<file path="config.mk">
export PLATFORM = sky130hd
export DESIGN_NAME = reg_access_arbiter
export DESIGN_NICKNAME = d
export VERILOG_FILES = /design/src/rtl/reg_arb_pkg.sv /design/src/rtl/rr_arb2.sv /design/src/rtl/reg_access_arbiter.sv
export SDC_FILE = /design/constraint.sdc
export NUM_CORES = 1
export LEC_CHECK = 0
export ABC_AREA = 1
export CORE_MARGIN = 2
export CORE_UTILIZATION = 35
export DETAILED_ROUTE_END_ITERATION = 12
export PLACE_DENSITY = 0.72
export SKIP_LAST_GASP = 1
export SLEW_MARGIN = 20
export SYNTH_ARGS = -nofsm -noshare
export SYNTH_HDL_FRONTEND = slang
export SYNTH_HIERARCHICAL = 1
export SYNTH_SLANG_ARGS = --single-unit
</file>
<file path="constraint.sdc">
create_clock -name clk_i -period 1.3 [get_ports clk_i]
set_input_delay 0.195 -clock clk_i [delete_from_list [all_inputs] [get_ports clk_i]]
set_output_delay 0.195 -clock clk_i [all_outputs]
set_load 0.05 [all_outputs]
</file>
<file path="src/rtl/reg_arb_pkg.sv">
// reg_arb_pkg: shared types and constants for the register-access arbiter.
package reg_arb_pkg;

    localparam int DW = 16;
    localparam int AW = 3;

    typedef enum logic [1:0] {IDLE, ACCESS, ACK} state_t;

    localparam logic [AW-1:0] CTRL0     = 3'd0;
    localparam logic [AW-1:0] PWM_MODE  = 3'd1;
    localparam logic [AW-1:0] CNT_MODE0 = 3'd2;
    localparam logic [AW-1:0] CNT_MODE1 = 3'd3;
    localparam logic [AW-1:0] ACT_CNT   = 3'd4;
    localparam logic [AW-1:0] CMD       = 3'd5;
    localparam logic [AW-1:0] CAPT      = 3'd6;

    function automatic logic [1:0] onehot(input logic idx);
        return idx ? 2'b10 : 2'b01;
    endfunction

endpackage

</file>
<file path="src/rtl/rr_arb2.sv">
// rr_arb2: combinational two-way round-robin pick; on a tie the requester not granted last wins.
module rr_arb2 (
    input  logic [1:0] req,
    input  logic       last,
    output logic       any,
    output logic       win
);
    assign any = |req;
    assign win = &req ? ~last : req[1];
endmodule

</file>
<file path="src/rtl/reg_access_arbiter.sv">
// reg_access_arbiter: two-requester four-phase arbiter in front of a register block.
// Optional ACK timeout with forced release is built when REG_ARB_ACK_TIMEOUT_EN is defined.
module reg_access_arbiter
    import reg_arb_pkg::*;
#(
    parameter int unsigned ACK_TIMEOUT = 15
) (
    input  logic          clk_i,
    input  logic          rstn_i,
    input  logic [1:0]    req_i,
    input  logic [1:0]    wr_i,
    input  logic [AW-1:0] r0_addr_i,
    input  logic [AW-1:0] r1_addr_i,
    input  logic [DW-1:0] r0_wdata_i,
    input  logic [DW-1:0] r1_wdata_i,
    output logic [1:0]    gnt_o,
    output logic [1:0]    ack_o,
    output logic [DW-1:0] r0_rdata_o,
    output logic [DW-1:0] r1_rdata_o,
    output logic          acc_en_o,
    output logic          wr_en_o,
    output logic [AW-1:0] addr_o,
    output logic [DW-1:0] wdata_o,
    input  logic [DW-1:0] rdata_i,
    output logic          err_o
);
    state_t        state, state_n;
    logic          last, win, wr;
    logic [AW-1:0] addr;
    logic [DW-1:0] wdata, rdata0, rdata1;
    logic [1:0]    elig;
    logic          pick_any, pick_win, tmo, done;

    rr_arb2 u_arb (.req(elig), .last(last), .any(pick_any), .win(pick_win));

`ifdef REG_ARB_ACK_TIMEOUT_EN
    logic [7:0] cnt;
    logic [1:0] blocked;
    logic       err;
    // a timed-out requester stays blocked until its req has been seen low once
    assign tmo   = state == ACK && req_i[win] && cnt == 8'(ACK_TIMEOUT - 1);
    assign elig  = req_i & ~blocked;
    assign err_o = err;
    always_ff @(posedge clk_i or negedge rstn_i) begin
        if (!rstn_i) begin
            cnt     <= '0;
            blocked <= '0;
            err     <= 1'b0;
        end else begin
            cnt     <= (state == ACK && !tmo) ? cnt + 8'd1 : 8'd0;
            blocked <= (blocked & req_i) | (tmo ? onehot(win) : 2'b00);
            err     <= tmo;
        end
    end
`else
    assign tmo   = 1'b0;
    assign elig  = req_i;
    // ACK_TIMEOUT is never 0 in its legal range, so err_o is a constant 0
    assign err_o = ACK_TIMEOUT == 0;
`endif

    assign done       = state == ACK && (!req_i[win] || tmo);
    assign r0_rdata_o = rdata0;
    assign r1_rdata_o = rdata1;

    always_comb begin
        state_n  = state;
        gnt_o    = '0;
        ack_o    = '0;
        acc_en_o = 1'b0;
        wr_en_o  = 1'b0;
        addr_o   = '0;
        wdata_o  = '0;
        case (state)
            IDLE: state_n = pick_any ? ACCESS : IDLE;
            ACCESS: begin
                state_n  = ACK;
                gnt_o    = onehot(win);
                acc_en_o = 1'b1;
                wr_en_o  = wr;
                addr_o   = addr;
                wdata_o  = wdata;
            end
            ACK: begin
                state_n = done ? IDLE : ACK;
                gnt_o   = onehot(win);
                ack_o   = onehot(win);
            end
            default: state_n = IDLE;
        endcase
    end

    always_ff @(posedge clk_i or negedge rstn_i) begin
        if (!rstn_i) begin
            state  <= IDLE;
            last   <= 1'b1;
            win    <= 1'b0;
            wr     <= 1'b0;
            addr   <= '0;
            wdata  <= '0;
            rdata0 <= '0;
            rdata1 <= '0;
        end else begin
            state <= state_n;
            if (state == IDLE && pick_any) begin
                win   <= pick_win;
                wr    <= wr_i[pick_win];
                addr  <= pick_win ? r1_addr_i : r0_addr_i;
                wdata <= pick_win ? r1_wdata_i : r0_wdata_i;
            end
            if (state == ACCESS && !wr && !win) rdata0 <= rdata_i;
            if (state == ACCESS && !wr && win) rdata1 <= rdata_i;
            if (done) last <= win;
        end
    end
endmodule

</file>
======== Yosys cells after proc, flatten, opt, wreduce, memory -nomap -nowiden ========
Cells that the tools add are included.
word-level totals
  input bits .............................. 60
  register bits ........................... 56
  output and inout port bits .............. 58
cells by class
  mux-type cells .......................... 17
  equal/unequal tests ..................... 2
  $lt $le $gt $ge ......................... 2
  bitwise logic cells ..................... 1
  reductions and logical operators ........ 12
operator list
  kind                                                                          count
  16-bit two-way mux                                                            2
  1-bit two-way mux                                                             8
  2-bit two-way mux                                                             4
  3-bit two-way mux                                                             2
  2-bit case mux with 3 select lines                                            1
  1-bit logical AND                                                             5
  1-bit by 2-bit less-than comparator with 1-bit output, second input constant  2
  2-bit OR reduction                                                            2
  1-bit logical NOT                                                             3
  2-bit by 1-bit == test with 1-bit output, second input constant               1
  2-bit == test, second input constant                                          1
  2-bit logical NOT                                                             1
  2-bit AND reduction                                                           1
  1-bit inverter                                                                1

======== Longest topological paths before layout ========
Gate-level depths: netlist of the first run.
  depth after elaboration ................. 6
  mapped depth ............................ 8

======== Modules after synthesis ========
Netlist of the first run, hierarchy kept.
modules (own cells, without submodules)
  module              area an instance (um^2)  sequential area each (um^2)  times used  cells each
  reg_access_arbiter  2625.0                   1402.6                       1           347
  rr_arb2             15.0                     0.0                          1           3

======== Worst setup path after synthesis of the first run ========
No wires, ideal clock.
  kind .................................... register -> output
  from .................................... register state[0]
  to ...................................... output gnt_o[0]
  slack ................................... -0.299 ns
  cell stages (with the launch flop) ...... 5
  arrival time ............................ 1.404 ns
  cell sequence ........................... dfrtp_1 inv_1 ha_1 inv_1 nor2_1
on the way
  cells in the longest elaborated chain, start to end .. 3
RTL lines
  what                                                                       RTL line                   text
  start: declaration                                                         reg_access_arbiter.sv:27   state_t state, state_n;
  start signal: assignment                                                   reg_access_arbiter.sv:104  state <= state_n;
  2-bit == test or 2-bit by 1-bit == test with 1-bit output (tied branches)  reg_access_arbiter.sv:74   case (state)
  2-bit OR reduction (no line) (*)                                           -
  2-bit two-way mux (*)                                                      -
  end: declaration                                                           reg_access_arbiter.sv:16   output logic [1:0] gnt_o,
Every way passes the cells marked *; elsewhere a longest branch is shown, timed or not.

======== Final worst setup path of the first run ========
  from .................................... register state[1]
  to ...................................... output wdata_o[0]
on the way
  cells in the longest elaborated chain, start to end .. 2
RTL lines
  what                                      RTL line                  text
  2-bit by 1-bit == test with 1-bit output  reg_access_arbiter.sv:74
  16-bit two-way mux                        reg_access_arbiter.sv:74
  end: declaration                          reg_access_arbiter.sv:23  output logic [DW-1:0] wdata_o,
No other way between the ends.

==> results_dict.tcl, run 1 <==
set metrics [dict create \
    use_met2 0.357 \
    utilization 0.718 \
    cts_buffer_depth 2 \
    yosysMostFrequentCell "nand2_1" \
    crit_path_start_kind "flop" \
    netlist_area_um2 2640 \
    max_cap_violations 0 \
    io_buffers 116 \
    areaGrowthSynthToFinish_pct 98.3 \
    syn_nets 414 \
    grt.total_usage 0.207 \
    critPathCapture "wdata_o[0]" \
    crit_arrival_ns 1.46 \
    ys_seq_elements 56 \
    violations "negative setup slack" \
    diodes 0 \
    hold_viol_final 0 \
    worst_skew_pair.late_latency_ns 0.32 \
    numCtsBuffers 5 \
    ys_top_cells_by_area "dfrtp_1 (52%), nand2_1 (26%), inv_1 (6.5%)" \
    synth_edf_count 0 \
    start_util 0.362 \
    maxSlewViolCount 0 \
    nFillCells 527 \
    htreeDepth 2 \
    syn_avg_cell_area_um2 7.54 \
    firstDrtPassIters 4 \
    grt_max_degree 57 \
    whs_ns 0.379 \
    grt_pass1_vias 2859 \
    num_rows 31 \
    top_usage_layer "met2" \
    drt_iter0_drc 64 \
    wire_per_inst_um 14.7 \
    clock-root-buffer "clkbuf_8" \
    final_layout_size_suffix_gt1_frac 0.331 \
    outcome "finished with violations" \
    async_flop_share 1.00 \
    ir_drop_mv 1.90 \
    yosysTopAreaCell "dfrtp_1" \
    antenna_found_initial 0 \
    setup_viol 57 \
    grt_pass1_wl_mm 13.6 \
    path_clk_slew_ns 0.11 \
    startpoint "state[1]" \
    rr_endpoint "r1_rdata_o[2]" \
    gp_congestion 0.742 \
    die_h_um 90.9 \
    cp.required_ns 1.11 \
    power_per_cell_area_nw_per_um2 2820 \
    cp-end-kind "output pin" \
    via_count 2665 \
    final_nets 547 \
    synth_common_cells "nand2_1 (181), dfrtp_1 (55), inv_1 (46)" \
    core_um2 7290 \
    finClkSkew_ns 0.0169 \
    viasPerCell 4.57 \
    cts.sinks 56 \
    critPathKind "reg2out" \
    r2r_start "state[1]" \
    p_leak_nw 2.46 \
    synth_cell_types 19 \
    gr-usage-met3 0.0952 \
    period_needed_ns 1.65 \
    overflow 0 \
    grt_setup_unrepaired "yes" \
    place_hpwl_mm 5.56 \
    timing.fmax_mhz 604 \
    synth_top_cell_area_share 0.521 \
    drc 0 \
    ys.flop_type "dfrtp_1" \
    ant_nets 0 \
    dieArea_um2 8250 \
    use_met1 0.226 \
    min_path_type "in2async" \
    cts_tree "done" \
    critPathMaxFanout 10 \
    period_share 1.27 \
    pin_count 118 \
    worst_slack_ns -0.355 \
    yosys_warnings 6 \
    fp.dieW_um 90.9 \
    synth_cells 350 \
    timing.setup.tns_ns -15.45 \
    ff2ff_setup_slack_ns -0.26 \
    seq_area_frac_synth 0.531 \
    ff2ff_path_depth 9 \
    wirelength_mm 8.57 \
]
==> per-layer routing <==
metal	share of wire	routed length [µm]
met1	0.37	3190
met2	0.50	4320
met3	0.11	966
met4	0.011	94
met5	0	0
==> cell type report <==
class	instances	area (µm²)	share of cell area
well taps	99	124	0.0237
flip-flops and latches	56	1410	0.268
clock buffers	5	68.8	0.0131
clock inverters	3	68.8	0.0131
repair buffers	144	2190	0.418
inverters	47	259	0.0495
multi-input cells	229	1120	0.214
==> cell families (layout without fill, tap and decap cells) <==
family | count (synthesis) | count (layout) | share of synthesized area
and+or+nand+nor | 189 | 189 | 0.276
buffers and inverters | 65 | 199 | 0.106
DFF | 56 | 56 | 0.531
AOI/OAI and AO/OA | 35 | 35 | 0.0663
adders and majority gates | 4 | 4 | 0.0190
other | 1 | 1 | 0.00142
==> worst min-delay path by stage <==
stage / from / endpoint / slack [ns] / cells after the start
finish: rstn_i / r0_rdata_o[13] / 0.38 / 3
global route: rstn_i / r0_rdata_o[14] / 0.42 / 3
CTS: rstn_i / r0_rdata_o[13] / 0.41 / 3
detailed placement: rstn_i / r0_rdata_o[13] / 0.22 / 2
global placement: rstn_i / r0_rdata_o[13] / 0.21 / 2
floorplan: rstn_i / addr[0] / -0.10 / 0
==> through the flow <==
| stage | area, µm² | instances | setup WS [ns] | power (mW) |
|---|---|---|---|---|
| floorplan | 2740 | 350 | -0.00121 | 7.67 |
| global placement | 4670 | 563 | -0.150 | 12.0 |
| detailed placement | 4670 | 563 | -0.215 | 12.2 |
| CTS | 5090 | 580 | -0.345 | 14.4 |
| global route | 5240 | 583 | -0.400 | 15.4 |
| finish | 5240 | 583 | -0.355 | 14.7 |
==> placed cells by master, fill, tap and decap left out, types with 4 or more instances in the layout <==
cell | Yosys | layout
buf_16 | 0 | 5
nand2_1 | 181 | 156
ha_4 | 0 | 4
buf_12 | 0 | 63
o21ai_1 | 32 | 30
inv_1 | 46 | 19
nand2_2 | 0 | 23
buf_6 | 1 | 8
clkinvlp_4 | 0 | 20
buf_4 | 3 | 5
clkbuf_8 | 0 | 5
clkdlybuf4s50_1 | 0 | 58
dfrtp_1 | 55 | 53
inv_2 | 1 | 6
==> repair_timing <==
| action | in CTS | in global routing |
|---|---|---|
| pin swaps | 4 | 4 |
| setup buffers | 4 | 1 |
| hold buffers | 1 | 0 |
| cloned | 5 | 2 |
| setup endpoints to repair | 57 | 78 |
| gates resized for setup | 37 | 30 |
| endpoints found under the hold margin | 55 | 0 |
==> where the power goes <==
part | internal (mW) | switching, mW | leakage [nW]
logic | 4.70 | 5.21 | 1.71
registers | 2.61 | 0.858 | 0.685
clock network | 0.776 | 0.590 | 0.0687
==> flip-flops by register name, summed over array words and instances, names as in the netlist <==
signal	flops
last	1
wdata	16
r0_rdata_o	16
wr	1
r1_rdata_o	16
win	1
addr	3
state	2
==> worst max-delay path: stages (launching register included) <==
cell and delay (ns):
dfrtp_1 0.39, inv_2 0.07, ha_4 0.19, buf_12 0.15
nand2_1 0.10, clkinvlp_4 0.10, buf_12 0.15
No activity file was read; power rests on OpenSTA's default activity.
==> run 2, diff against run 1 <==
--- a/config.mk
+++ b/config.mk
@@ -9,7 +9,7 @@
 export CORE_MARGIN = 2
 export CORE_UTILIZATION = 35
 export DETAILED_ROUTE_END_ITERATION = 12
-export PLACE_DENSITY = 0.72
+export PLACE_DENSITY = 0.69
 export SKIP_LAST_GASP = 1
 export SLEW_MARGIN = 20
 export SYNTH_ARGS = -nofsm -noshare
==> constraint.sdc (replaced) <==
create_clock -name clk_i -period 2.1 [get_ports clk_i]
set_input_delay 0.315 -clock clk_i [delete_from_list [all_inputs] [get_ports clk_i]]
set_output_delay 0.315 -clock clk_i [all_outputs]
set_load 0.05 [all_outputs]
==> run 2 against run 1 <==
Against the previous run:
- the flow now finishes without violations
- largest cell class is now registers
- highest routed layer unchanged
- critical path depth stayed put
- clock skew is 0.0061 ns lower
- first-iteration DRC count is 25% higher
- register-to-register slack better by 0.81 ns
- final area is 21% lower
- non-clock buffer count is 21 lower
- sequential share of layout area is 7.0 points higher
- critical path type unchanged
- global-route usage is 4.2 points lower
- largest power group unchanged
- sequential power is 45% lower
==> results_dict.tcl, run 2 (same netlist as run 1, synthesis figures left out) <==
set metrics [dict create \
    outcome "finished, final reports clean" \
    setup_viol 0 \
    final_layout_size_suffix_gt1_frac 0.0972 \
    drc 0 \
    slew_headroom 0.532 \
    overflow 0 \
    slowest_stage "dfrtp_1" \
    diodes 0 \
    p_leak_nw 2.22 \
    core_um2 7290 \
    final_common_cell "nand2_1" \
    die_h_um 90.9 \
    worst_skew_pair.late_latency_ns 0.31 \
    critPathMaxFanout 22 \
    power_per_cell_area_nw_per_um2 1630 \
    seqPwrFrac 0.283 \
    grt.total_usage 0.164 \
    cp-end-kind "output pin" \
    io_buffers 116 \
    cp.required_ns 1.78 \
    dp.cells 554 \
    ctsHoldBuffers 0 \
    maxSlewViolCount 0 \
    cts_buffer_depth 2 \
    crit_path_start_kind "flop" \
    crit_arrival_ns 1.60 \
    start_util 0.362 \
    slowest_delay_ns 0.40 \
    pwr-share-comb 0.629 \
    cp_common_cell "inv_1" \
    min_path_type "in2async" \
    wirelength_mm 6.65 \
    firstDrtPassIters 4 \
    finClkSkew_ns 0.0108 \
    p_sw_frac 0.504 \
    ff2ff_path_depth 7 \
    wire_per_inst_um 11.8 \
    clock-root-buffer "clkbuf_8" \
    timing.setup.tns_ns 0 \
    numCtsBuffers 5 \
    place_hpwl_mm 4.81 \
    dieArea_um2 8250 \
    switchingPower_mw 3.40 \
    p_total_mw 6.75 \
    layout.cells.non_filler 562 \
    cts_setup_buffers 0 \
    crit_family "buffers and inverters" \
    viasPerCell 4.30 \
    num_rows 31 \
    fp.dieW_um 90.9 \
    crit_buf_inv 4 \
    grt_max_degree 33 \
    via_count 2418 \
    grt_pass1_wl_mm 11.0 \
    layout_common_cells "nand2_1 (181), clkdlybuf4s50_1 (90), dfrtp_1 (55)" \
    gp_congestion 0.768 \
    drt_iter0_drc 80 \
    critPathKind "reg2out" \
    cts_tree "done" \
    timing.fmax_mhz 523 \
    ir_drop_mv 1.43 \
    utilization 0.569 \
    cts_resized 0 \
    tightestPinTransition_ns 0.701 \
    internal_power_mw 3.35 \
    grt_pass1_vias 2315 \
    final_nets 526 \
    antenna_found_initial 0 \
    p_clk_frac 0.088 \
    path_clk_slew_ns 0.10 \
    grt_setup_unrepaired "no" \
    crit_cells 6 \
    period_share 0.910 \
    period_needed_ns 1.91 \
    htreeDepth 2 \
    cts.sinks 56 \
    hold_viol_final 0 \
    path_cells "inv_1, ha_1, buf_4, nand2_1, inv_1, buf_12" \
    areaGrowthSynthToFinish_pct 57.2 \
    max_cap_violations 0 \
    pin_count 118 \
    ant_nets 0 \
]
## run 2: cell count changes in the layout (fill, tap and decap cells not counted), moves of 4 or more
cell	previous run	this run
inv_1	19	46
ha_1	0	4
buf_4	5	12
inv_2	6	1
clkdlybuf4s50_1	58	90
ha_4	4	0
buf_12	63	20
clkinvlp_4	20	1
nand2_1	156	181
buf_6	8	0
buf_16	5	0
nand2_2	23	0
## run 2: final timing paths
kind                          start       endpoint  slack [ns]
setup / recovery           state[1]      addr_o[1]        0.19
hold / removal               rstn_i  r0_rdata_o[4]      0.0005
setup reg to reg           state[1]  r1_rdata_o[0]        0.55
hold reg to reg                last           last        0.48
max in group asynchronous    rstn_i           last        1.79
min in group clk_i             last           last        0.48
## run 2: stage by stage
stage | hold slack (ns) | setup slack [ns] | instance area, µm²
2_1_floorplan | 0.0194 | 0.381 | 2640
3_3_place_gp | 0.346 | 0.328 | 4060
3_5_place_dp | 0.354 | 0.284 | 4060
4_1_cts | 0.00807 | 0.163 | 4150
5_1_grt | 0.0142 | 0.0665 | 4150
6_report | 0.000517 | 0.189 | 4150
## run 2: per-layer routing
| layer | GRT usage | up-vias | routed length (µm) |
|---|---|---|---|
| met3 | 0.0417 | 7 | 370 |
| met2 | 0.280 | 67 | 3200 |
| met5 | 0 | - | 0 |
| li1 | - | 1258 | - |
| met4 | 0.0379 | 0 | 63 |
| met1 | 0.210 | 1086 | 3010 |
## run 2: power groups by stage
stage	registers, mW	clock network [mW]	logic [mW]
floorplan	2.94	0	1.67
global placement	1.91	0	4.23
detailed placement	1.93	0	4.29
CTS	1.91	0.615	4.30
global route	1.98	0.662	4.53
finish	1.91	0.596	4.25
## run 2: area by class of cell
type	instances	area (µm²)
Multi-Input combinational cell	229	962
Timing Repair Buffer	123	1400
Fill cell	687	3140
Clock buffer	6	72.6
Inverter	47	176
Sequential cell	56	1400
Clock inverter	2	16.3
Tap cell	99	124
==> run 3, diff against run 2 <==
--- a/config.mk
+++ b/config.mk
@@ -6,7 +6,7 @@
 export NUM_CORES = 1
 export LEC_CHECK = 0
 export ABC_AREA = 1
-export CORE_MARGIN = 2
+export CORE_MARGIN = 4
 export CORE_UTILIZATION = 35
 export DETAILED_ROUTE_END_ITERATION = 12
 export PLACE_DENSITY = 0.69
==> run 3 against run 2 <==
Against the previous run:
- final area did not move
- clock skew fell by 0.0068 ns
- non-clock buffer count is the same
- clock power is 0.7% lower
- cell count did not move
- largest cell class unchanged
==> results_dict.tcl, run 3 (same netlist as run 1, synthesis figures left out) <==
set metrics [dict create \
    drt_iter0_drc 84 \
    setup_viol 0 \
    min_path_type "in2async" \
    grt_pass1_vias 2459 \
    layout.cells.non_filler 562 \
    hold_viol_final 0 \
    crit_arrival_ns 1.59 \
    overflow 0 \
    pin_count 118 \
    finClkSkew_ns 0.00396 \
    cts_setup_buffers 0 \
    worst_skew_pair.late_latency_ns 0.31 \
    final_area_um2 4150 \
    dp.cells 554 \
    firstDrtPassIters 4 \
    dieArea_um2 9000 \
    diodes 0 \
    wirelength_mm 6.84 \
    period_needed_ns 1.90 \
    tightestPinTransition_ns 0.689 \
    dpl_cell_area_um2 4060 \
    viasPerCell 4.31 \
    slew_headroom 0.540 \
    cts_resized 0 \
    max_cap_violations 0 \
    timing.fmax_mhz 526 \
    htreeDepth 2 \
    critPathMaxFanout 22 \
    clock-root-buffer "clkbuf_8" \
    num_rows 31 \
    die_h_um 94.9 \
    multi_input_area_um2 962 \
    grt_setup_unrepaired "no" \
    grt_max_degree 33 \
    outcome "finished, final reports clean" \
    areaGrowthSynthToFinish_pct 57.2 \
    cts_buffer_depth 2 \
    power_per_cell_area_nw_per_um2 1630 \
    timing.setup.tns_ns 0 \
    start_util 0.362 \
    ir_drop_mv 1.12 \
    via_count 2424 \
    grt_pass1_wl_mm 11.4 \
    cp.required_ns 1.78 \
    final_nets 526 \
    final_common_cell "nand2_1" \
    cts.sinks 56 \
    cp-end-kind "output pin" \
    io_buffers 116 \
    nFillCells 712 \
    ctsHoldBuffers 0 \
    grt.total_usage 0.161 \
    final_layout_size_suffix_gt1_frac 0.0972 \
    layout_common_cells "nand2_1 (181), clkdlybuf4s50_1 (90), dfrtp_1 (55)" \
    period_share 0.906 \
    p_total_mw 6.76 \
    antenna_found_initial 0 \
    drc 0 \
    utilization 0.569 \
    numCtsBuffers 5 \
    ant_nets 0 \
    place_hpwl_mm 5.09 \
    fp.dieW_um 94.9 \
    cts_tree "done" \
    p_leak_nw 2.22 \
    path_clk_slew_ns 0.10 \
    maxSlewViolCount 0 \
    gp_congestion 0.755 \
    crit_path_start_kind "flop" \
    wire_per_inst_um 12.2 \
    core_um2 7290 \
    final-seq-area_um2 1400 \
    critPathKind "reg2out" \
]
==> run 3: critical path: stages, from the launching register on <==
cell and delay, ns:
dfrtp_1 0.39, inv_1 0.12, ha_1 0.16, buf_4 0.26, nand2_1 0.10, inv_1 0.10, buf_12 0.14
==> run 3: layout make-up <==
class | instances | share of cell area
tap | 99 | 0.0298
timing repair buffer | 123 | 0.336
inverter | 47 | 0.0425
multi-input combinational | 229 | 0.232
clock buffer | 6 | 0.0175
clock inverter | 2 | 0.00392
sequential | 56 | 0.338
==> run 3: power by group <==
group / total, mW / internal (mW) / switching (mW) / leakage (nW)
Clock: 0.592 / 0.238 / 0.353 / 0.0414
Sequential: 1.90 / 1.61 / 0.291 / 0.687
Combinational: 4.26 / 1.50 / 2.76 / 1.49
==> run 3: worst paths after layout <==
check	cells after the start	startpoint	slack [ns]	to
worst max-delay path	6	state[1]	0.20	wdata_o[5]
worst min-delay path	2	rstn_i	0.006	r0_rdata_o[15]
worst max register to register	7	state[1]	0.55	r0_rdata_o[7]
worst min register to register	2	last	0.47	last
max in group asynchronous	2	rstn_i	1.78	last
min in group clk_i	2	last	0.47	last
==> run 3: metrics by stage <==
step / setup slack [ns] / hold slack [ns]
detailed placement: 0.286 / 0.364
global route: 0.0556 / 0.0242
global placement: 0.305 / 0.358
finish: 0.197 / 0.00590
floorplan: 0.381 / 0.0194
CTS: 0.163 / 0.0192
==> run 3: metal layers <==
metal / part of all wire / routed length (µm) / up-vias / GRT usage
li1: - / - / 1260 / -
met1: 0.43 / 2960 / 1083 / 0.194
met2: 0.48 / 3300 / 70 / 0.281
met3: 0.066 / 450 / 11 / 0.0390
met4: 0.018 / 121 / 0 / 0.0517
met5: 0 / 0 / - / 0
